--- config.mk ---
export PLATFORM = sky130hd
export DESIGN_NAME = obstacle_word_streamer
export DESIGN_NICKNAME = d
export VERILOG_FILES = /design/src/rtl/obstacle_word_streamer.sv
export SDC_FILE = /design/constraint.sdc
export NUM_CORES = 1
export LEC_CHECK = 0
export ABC_AREA = 1
export ABC_CLOCK_PERIOD_IN_PS = 2300
export CORE_AREA = 2 2 115 117
export DETAILED_ROUTE_END_ITERATION = 12
export DIE_AREA = 0 0 117 119
export PLACE_DENSITY = 0.9
export SYNTH_ARGS = -nofsm -noshare
export SYNTH_HDL_FRONTEND = slang
export SYNTH_SLANG_ARGS = --single-unit
--- constraint.sdc ---
create_clock -name clk -period 2.3 [get_ports clk]
set_input_delay 0.345 -clock clk [delete_from_list [all_inputs] [get_ports clk]]
set_output_delay 0.345 -clock clk [all_outputs]
set_load 0.05 [all_outputs]
--- src/rtl/obstacle_word_streamer.sv ---
// Purpose: fetch one TOTAL_BITS obstacle-mask frame from BRAM and stream it as WORD_W-bit valid/ready words.
// Latency: first m_valid RD_LAT+2 cycles after start is sampled; one word per cycle when unstalled.
// Backpressure: reads are issued only when in-flight + FIFO entries fit the FIFO; in_collision_state pauses issue.
// Option: define MASK_TAIL_ZERO_EN to force the unused upper bits of the final word to zero.
module obstacle_word_streamer #(
  parameter int TOTAL_BITS = 2500,
  parameter int WORD_W     = 32,
  parameter int ADDR_W     = 10,
  parameter int BASE_ADDR  = 0,
  parameter int RD_LAT     = 2,
  parameter int FIFO_DEPTH = 4
) (
  input  logic              clk,
  input  logic              rst,
  input  logic              start,
  input  logic              in_collision_state,
  output logic              bram_en,
  output logic [ADDR_W-1:0] bram_addr,
  input  logic [WORD_W-1:0] bram_dout,
  output logic [WORD_W-1:0] m_data,
  output logic              m_valid,
  input  logic              m_ready,
  output logic              m_last,
  output logic              busy,
  output logic              done,
  output logic [7:0]        frame_count
);

  localparam int NUM_WORDS = (TOTAL_BITS + WORD_W - 1) / WORD_W;
  localparam int REM       = TOTAL_BITS - (NUM_WORDS - 1) * WORD_W;
  localparam int CNT_W     = $clog2(NUM_WORDS + 1);
  localparam int PTR_W     = (FIFO_DEPTH > 1) ? $clog2(FIFO_DEPTH) : 1;
  localparam int FCNT_W    = $clog2(FIFO_DEPTH + 1);

  localparam logic [CNT_W-1:0]  NUM_V     = CNT_W'(NUM_WORDS);
  localparam logic [CNT_W-1:0]  LAST_V    = CNT_W'(NUM_WORDS - 1);
  localparam logic [FCNT_W:0]   DEPTH_V   = (FCNT_W + 1)'(FIFO_DEPTH);
  localparam logic [PTR_W-1:0]  PTR_LAST  = PTR_W'(FIFO_DEPTH - 1);
  localparam logic [ADDR_W-1:0] BASE_V    = ADDR_W'(BASE_ADDR);
`ifdef MASK_TAIL_ZERO_EN
  localparam logic [WORD_W-1:0] TAIL_MASK = (REM >= WORD_W) ? {WORD_W{1'b1}}
                                          : ((WORD_W'(1) << REM) - WORD_W'(1));
`endif

  typedef enum logic [1:0] {IDLE, FETCH, DRAIN, DONE} state_t;

  state_t             state, state_nxt;
  logic [CNT_W-1:0]   issued, xfer;
  logic [RD_LAT-1:0]  lat_sr;
  logic [WORD_W-1:0]  fifo_mem [FIFO_DEPTH];
  logic [PTR_W-1:0]   wr_ptr, rd_ptr;
  logic [FCNT_W-1:0]  fifo_count;
  logic [FCNT_W:0]    inflight;
  logic               issue, push, pop, clear;

  // Reads still in the BRAM pipeline count against FIFO space.
  always_comb begin
    inflight = '0;
    for (int i = 0; i < RD_LAT; i++) inflight = inflight + {{FCNT_W{1'b0}}, lat_sr[i]};
  end

  // Issue/landing/transfer qualifiers and stream outputs.
  always_comb begin
    issue     = (state == FETCH) && (issued < NUM_V) && !in_collision_state
                && (({1'b0, fifo_count} + inflight) < DEPTH_V);
    bram_en   = issue;
    bram_addr = BASE_V + ADDR_W'(issued);
    push      = lat_sr[RD_LAT-1];
    m_valid   = (fifo_count != '0);
    pop       = m_valid && m_ready;
    m_last    = m_valid && (xfer == LAST_V);
    m_data    = '0;
    if (m_valid) begin
      m_data = fifo_mem[rd_ptr];
`ifdef MASK_TAIL_ZERO_EN
      if (m_last) m_data = fifo_mem[rd_ptr] & TAIL_MASK;
`endif
    end
  end

  // Next-state logic; clear fires on frame acceptance.
  always_comb begin
    state_nxt = state;
    clear     = 1'b0;
    unique case (state)
      IDLE:  if (start) begin state_nxt = FETCH; clear = 1'b1; end
      FETCH: if (issue && (issued == LAST_V)) state_nxt = DRAIN;
      DRAIN: if (pop && m_last) state_nxt = DONE;
      DONE:  state_nxt = IDLE;
      default: state_nxt = IDLE;
    endcase
  end

  assign busy = (state != IDLE);
  assign done = (state == DONE);

  // State, counters and the read-latency valid pipe; reset drops in-flight reads.
  always_ff @(posedge clk) begin
    if (rst) begin
      state       <= IDLE;
      issued      <= '0;
      xfer        <= '0;
      lat_sr      <= '0;
      frame_count <= '0;
    end else begin
      state     <= state_nxt;
      lat_sr[0] <= issue;
      for (int i = 1; i < RD_LAT; i++) lat_sr[i] <= lat_sr[i-1];
      if (clear) begin
        issued <= '0;
        xfer   <= '0;
      end else begin
        if (issue) issued <= issued + 1'b1;
        if (pop)   xfer   <= xfer + 1'b1;
      end
      if (state == DONE) frame_count <= frame_count + 8'd1;
    end
  end

  // Output FIFO pointers and occupancy; simultaneous push and pop leave the count unchanged.
  always_ff @(posedge clk) begin
    if (rst || clear) begin
      wr_ptr     <= '0;
      rd_ptr     <= '0;
      fifo_count <= '0;
    end else begin
      if (push) wr_ptr <= (wr_ptr == PTR_LAST) ? '0 : wr_ptr + 1'b1;
      if (pop)  rd_ptr <= (rd_ptr == PTR_LAST) ? '0 : rd_ptr + 1'b1;
      if (push && !pop)      fifo_count <= fifo_count + 1'b1;
      else if (pop && !push) fifo_count <= fifo_count - 1'b1;
    end
  end

  // FIFO storage captures BRAM data as its read valid emerges.
  always_ff @(posedge clk) begin
    if (push) fifo_mem[wr_ptr] <= bram_dout;
  end

endmodule

* Word-level counts from Yosys, hierarchy flattened *
Memories as Yosys holds them, arrays and structs flattened. A register that Yosys moved wholly into a read port is not among the register bits.
Index checks and enable logic that the tools add are counted.

storage, ports and cells
  register bits after elaboration = 33
  bits in writable memories = 128
  bits of input ports = 37
  output and inout port bits = 55
  logic and storage cells = 64
  memories kept = 1

memory list
  memory    depth  width  rd ports  clocked after Yosys merged registers in  wr ports  RTL line  RTL
  fifo_mem  4      32     1         1                                        1         50        logic [WORD_W-1:0] fifo_mem [FIFO_DEPTH];

cells by class
  add/sub/neg operators = 9
  magnitude comparators = 2
  equal/unequal tests = 10
  multiplexer cells = 15
  reduce and logical (&&, ||, !) cells = 19

operators by type and width
  kind                                                                           count
  32-bit 2-to-1 mux                                                              1
  7-bit by 1-bit adder with 7-bit output (second input constant)                 2
  7-bit == test (second input constant)                                          2
  2-bit 2-to-1 mux                                                               7
  1-bit logical AND                                                              9
  8-bit by 1-bit adder with 8-bit output (second input constant)                 1
  2-bit == test (second input constant)                                          4
  2-bit one-hot mux with 4 select lines                                          1
  7-bit less-than comparator (second input constant)                             1
  3-bit 2-to-1 mux                                                               2
  2-bit by 1-bit adder with 2-bit output (second input constant)                 2
  3-bit by 2-bit adder with 4-bit output                                         1
  4-bit by 3-bit less-than comparator with 1-bit output (second input constant)  1
  1-bit 2-to-1 mux                                                               4
  2-bit != test (second input constant)                                          2
  2-bit nonzero test                                                             2
  3-bit by 1-bit adder with 3-bit output (second input constant)                 1
  1-bit zero test                                                                3
  3-bit AND reduction                                                            1
  3-bit nonzero test                                                             1
  3-bit by 1-bit subtractor with 3-bit output (second input constant)            1
  1-bit by 1-bit adder with 2-bit output                                         1
  2-bit by 1-bit == test with 1-bit output (second input constant)               1
  2-bit zero test                                                                1
  other kinds (3)                                                                3

* Longest topological paths before layout *
  word-level depth = 7
  mapped depth = 10
  mapped depth without buffers = 10

* Worst setup path after synthesis *
No wires, ideal clock.

  path type = register to output
  start point = register fifo_count[1]
  end point = output port m_data[21]
  arrival time = 1.760 ns
  data required time = 1.955 ns
  path slack = 0.195 ns
  stages on the path, launching flop included = 6
  path buffers = 1
  path through = dfxtp_1 nor2_2 nand2_4 inv_1 clkbuf_1 a21oi_1

on the way
  word-level cells in the longest chain between the ends = 2

RTL lines
  item                      RTL line  RTL
  start: declaration        52        logic [FCNT_W-1:0] fifo_count;
  start signal: assignment  129       if (push && !pop) fifo_count <= fifo_count + 1'b1;
  start signal: assignment  130       else if (pop && !push) fifo_count <= fifo_count - 1'b1;
  3-bit nonzero test        69        m_valid = (fifo_count != '0);
  via m_valid               21        output logic m_valid,
  32-bit 2-to-1 mux         73        if (m_valid) begin
  end: declaration          20        output logic [WORD_W-1:0] m_data,

The timed path passes the listed nets, and every way through them passes these cells.

==> flow_summary.yaml <==
power_and_ir_drop:
  p_switching_uw: 3434
  ir_drop_mv: 0.6708
  swShare_pct: 34.30
  seq_power_share_pct: 33.7
  power_frac_comb_pct: 35.5
  total_power_uw: 10010
  internal_power_uw: 6577
  power_density_nw_per_um2: 1121
  p_leak_uw: 0.003256
  clock_power_share_pct: 30.8
clock_network:
  cts.clk_slew.worst_paths_ps: 70
  clockRootBuffer: "clkbuf_16"
  numCtsBuffers: 17
  clock_latency_ps: 430
  cts_tree: "built"
  cts.sinks: 163
  cts_buffer_depth: 2
  cts_hold_buf: 0
  cts-htree-levels: 4
floorplan:
  ios: 92
  dieArea_um2: 13920
  row_count: 42
  die-height_um: 119
  initial_core_util_pct: 52.85
  core_region_area_um2: 12870
  die_w_um: 117
worst_setup_path:
  cp-endpoint: "m_data[4]"
  critical_path_depth: 6
  r2r-end: "fifo_count[2]$_SDFFE_PP0P_"
  critPathBufInv: 2
  start_kind: "flip-flop"
  cp_top_family: "flip-flops"
  r2r_cells: 10
  path_max_fanout: 34
  cp_data_arrival_time_ps: 1880
  end_kind: "output port"
  required_ps: 1960
  path_class: "flip-flop to output port"
  reg2reg_from: "fifo_count[1]$_SDFFE_PP0P_"
  cp_slowest_cell: "dfxtp_4"
  r2r_slack_ps: 280
  crit_path_max_incr_delay_ps: 460
  crit_chain: "buf_12, nor2_1, nor2_1, o21ai_0, a21oi_2, buf_12"
placed_design:
  dp_cells: 869
  placed_area_um2: 8218
  place_congestion: 0.7730
  place_ws_ps: 133.4
  io_buffers: 88
  place_hpwl_um: 9827
yosys:
  synth_edf_count: 128
  yosys.area_share.xor_xnor_pct: 0.3862
  ys_top_cells_by_area: "edfxtp_1 56%, dfxtp_1 10%, nor2_1 8.6%, a21oi_1 4.0%, ha_1 3.1%"
  postSynth.asyncResetShare_pct: 0
  ys_ff_latch: 163
  yosysTopAreaCellShare_pct: 56.49
  synthSimpleGateAreaFrac_pct: 13.87
  postSynthAreaPerCell_um2: 10.99
  muxShareOfSynthArea_pct: 0
  synth_warnings: 0
  synth_compound_area_share_pct: 11.09
  synth_top_family_by_area: "simple AND/OR/NAND/NOR gates"
  synthTopCellsByCount: "155 x nor2_1, 128 x edfxtp_1, 54 x a21oi_1, 41 x o21ai_1, 39 x o21ai_0"
  synth.largest_area_cell: "edfxtp_1"
  synth_most_common_cell: "nor2_1"
  yosys.cell_types.count: 38
  synth_fa_ha_area_share_pct: 3.420
  ys.flop_type: "edfxtp_1"
  seq_area_frac_synth_pct: 66.79
  syn_area_um2: 6804
  netlist_instances: 619
outcome:
  status: "completed"
routing:
  drt-initial-drc-count: 449
  drc: 0
  vias_per_cell: 5.521
  drtPass1Iterations: 5
  vias: 4980
  drt-wirelength-per-cell_um: 18.11
  detail-route-antenna-nets: 0
  drt_wl_total_um: 16330
final_layout:
  final_cell_area_um2: 8927
  drive_above_1_share_pct: 14.88
  final_cells: 902
  layout.nets: 768
  area_delta_synth_final_pct: 31.21
  antenna_cells: 0
sta:
  clock_skew_ps: 9.561
  max-slew-margin-rel_pct: 65.37
  rsz0062_at_grt: "true"
  worst_slew_pin_slew_ps: 518.7
  setup_tns_ps: 0
  slew_viol_final: 0
  worst_slack_ps: 74.08
  finalCriticalPeriod_ps: 2226
  hold_viol_final: 0
  min_period_over_period_pct: 96.78
  setup_viol: 0
  max_freq_mhz: 449.3
grt:
  grt_pass1_wl_um: 25600
  grt-ovfl-total: 0
  antenna_found_initial: 1
  grt_pass1_vias: 5243
  grtUsageTotal_pct: 24.42
  grt_max_degree: 35
worst_hold_path:
  hp-class: "flip-flop to flip-flop"
run:
  cap_violations: 0
==> final cells by class <==
type,count,area (um2)
timing repair buffer,102,1366
sequential,163,4549
inverter,40,158.9
clock inverter,12,205.2
clock buffer,20,436.7
multi-input combinational,389,1991
fill,834,3948
tap,176,220.2
==> sequential cells by signal (all words and copies together), names as in the netlist, named ones only <==
register,count
lat_sr,2
state,2
rd_ptr,2
fifo_count,3
wr_ptr,2
frame_count,8
issued,7
fifo_mem,128
xfer,7
==> per-stage QoR <==
stage	util [%]	hold WS [ps]
after global placement	63.83	416.6
after global routing	69.34	452.1
after floorplan	-	407.4
final	69.34	431.7
after CTS	69.02	436.0
after detailed placement	63.83	424.5
==> layer usage <==
metal / track usage (%) / routed length [um] / up-vias
li1: - / - / 2303
met1: 27.51 / 6223 / 2436
met2: 42.81 / 8695 / 209
met3: 6.972 / 1134 / 32
met4: 10.22 / 277 / 0
met5: 0 / 0 / -
==> logic make-up (layout without fill, tap and decap cells) <==
| group | after synthesis | in the layout |
|---|---|---|
| XOR/XNOR | 3 | 3 |
| buffers and inverters | 69 | 174 |
| AND/OR/NAND/NOR | 222 | 222 |
| other | 1 | 3 |
| AO/OA/AOI/OAI | 143 | 143 |
| flip-flops | 163 | 163 |
| adder cells (fa/ha/maj) | 18 | 18 |
==> cells in the final DEF (no fill, tap or decap), types with 33 or more instances in the layout <==
cell type,count
inv_1,35
nor2_1,155
o21ai_0,38
edfxtp_1,128
nand2_1,34
dfxtp_1,33
a21oi_1,48
buf_12,36
clkdlybuf4s50_1,51
o21ai_1,42
==> worst min path at each step <==
| stage | to | slack [ps] | cells after the start | from |
|---|---|---|---|---|
| global placement | lat_sr[1]$_SDFF_PP0_ | 420 | 2 | lat_sr[0]$_SDFF_PP0_ |
| detailed placement | lat_sr[1]$_SDFF_PP0_ | 420 | 2 | lat_sr[0]$_SDFF_PP0_ |
| floorplan | lat_sr[1]$_SDFF_PP0_ | 410 | 2 | lat_sr[0]$_SDFF_PP0_ |
| finish | lat_sr[1]$_SDFF_PP0_ | 430 | 2 | lat_sr[0]$_SDFF_PP0_ |
| CTS | lat_sr[1]$_SDFF_PP0_ | 440 | 2 | lat_sr[0]$_SDFF_PP0_ |
| global route | lat_sr[1]$_SDFF_PP0_ | 450 | 2 | lat_sr[0]$_SDFF_PP0_ |
==> tightest hold or removal path: cells and delay by family, from the launching register on <==
kind | cells | cell delay (ps)
buffers and inverters | 1 | 50
AND/OR/NAND/NOR | 1 | 30
flip-flops | 1 | 310
==> power by group through the flow <==
stage	clock, uW	combinational (uW)	sequential, uW
after floorplan	0	1900	3440
after global placement	0	3370	3410
after detailed placement	0	3480	3420
after CTS	3090	3520	3370
after global routing	3190	3750	3390
final	3080	3550	3380
==> timing repair <==
| item | 4_1_cts | 5_1_grt |
|---|---|---|
| resized for setup | 10 | 11 |
| setup buffers | 0 | 1 |
| pin swaps | 0 | 1 |
| endpoints found under the setup margin | 25 | 33 |
(Power assumes the default switching activity.)
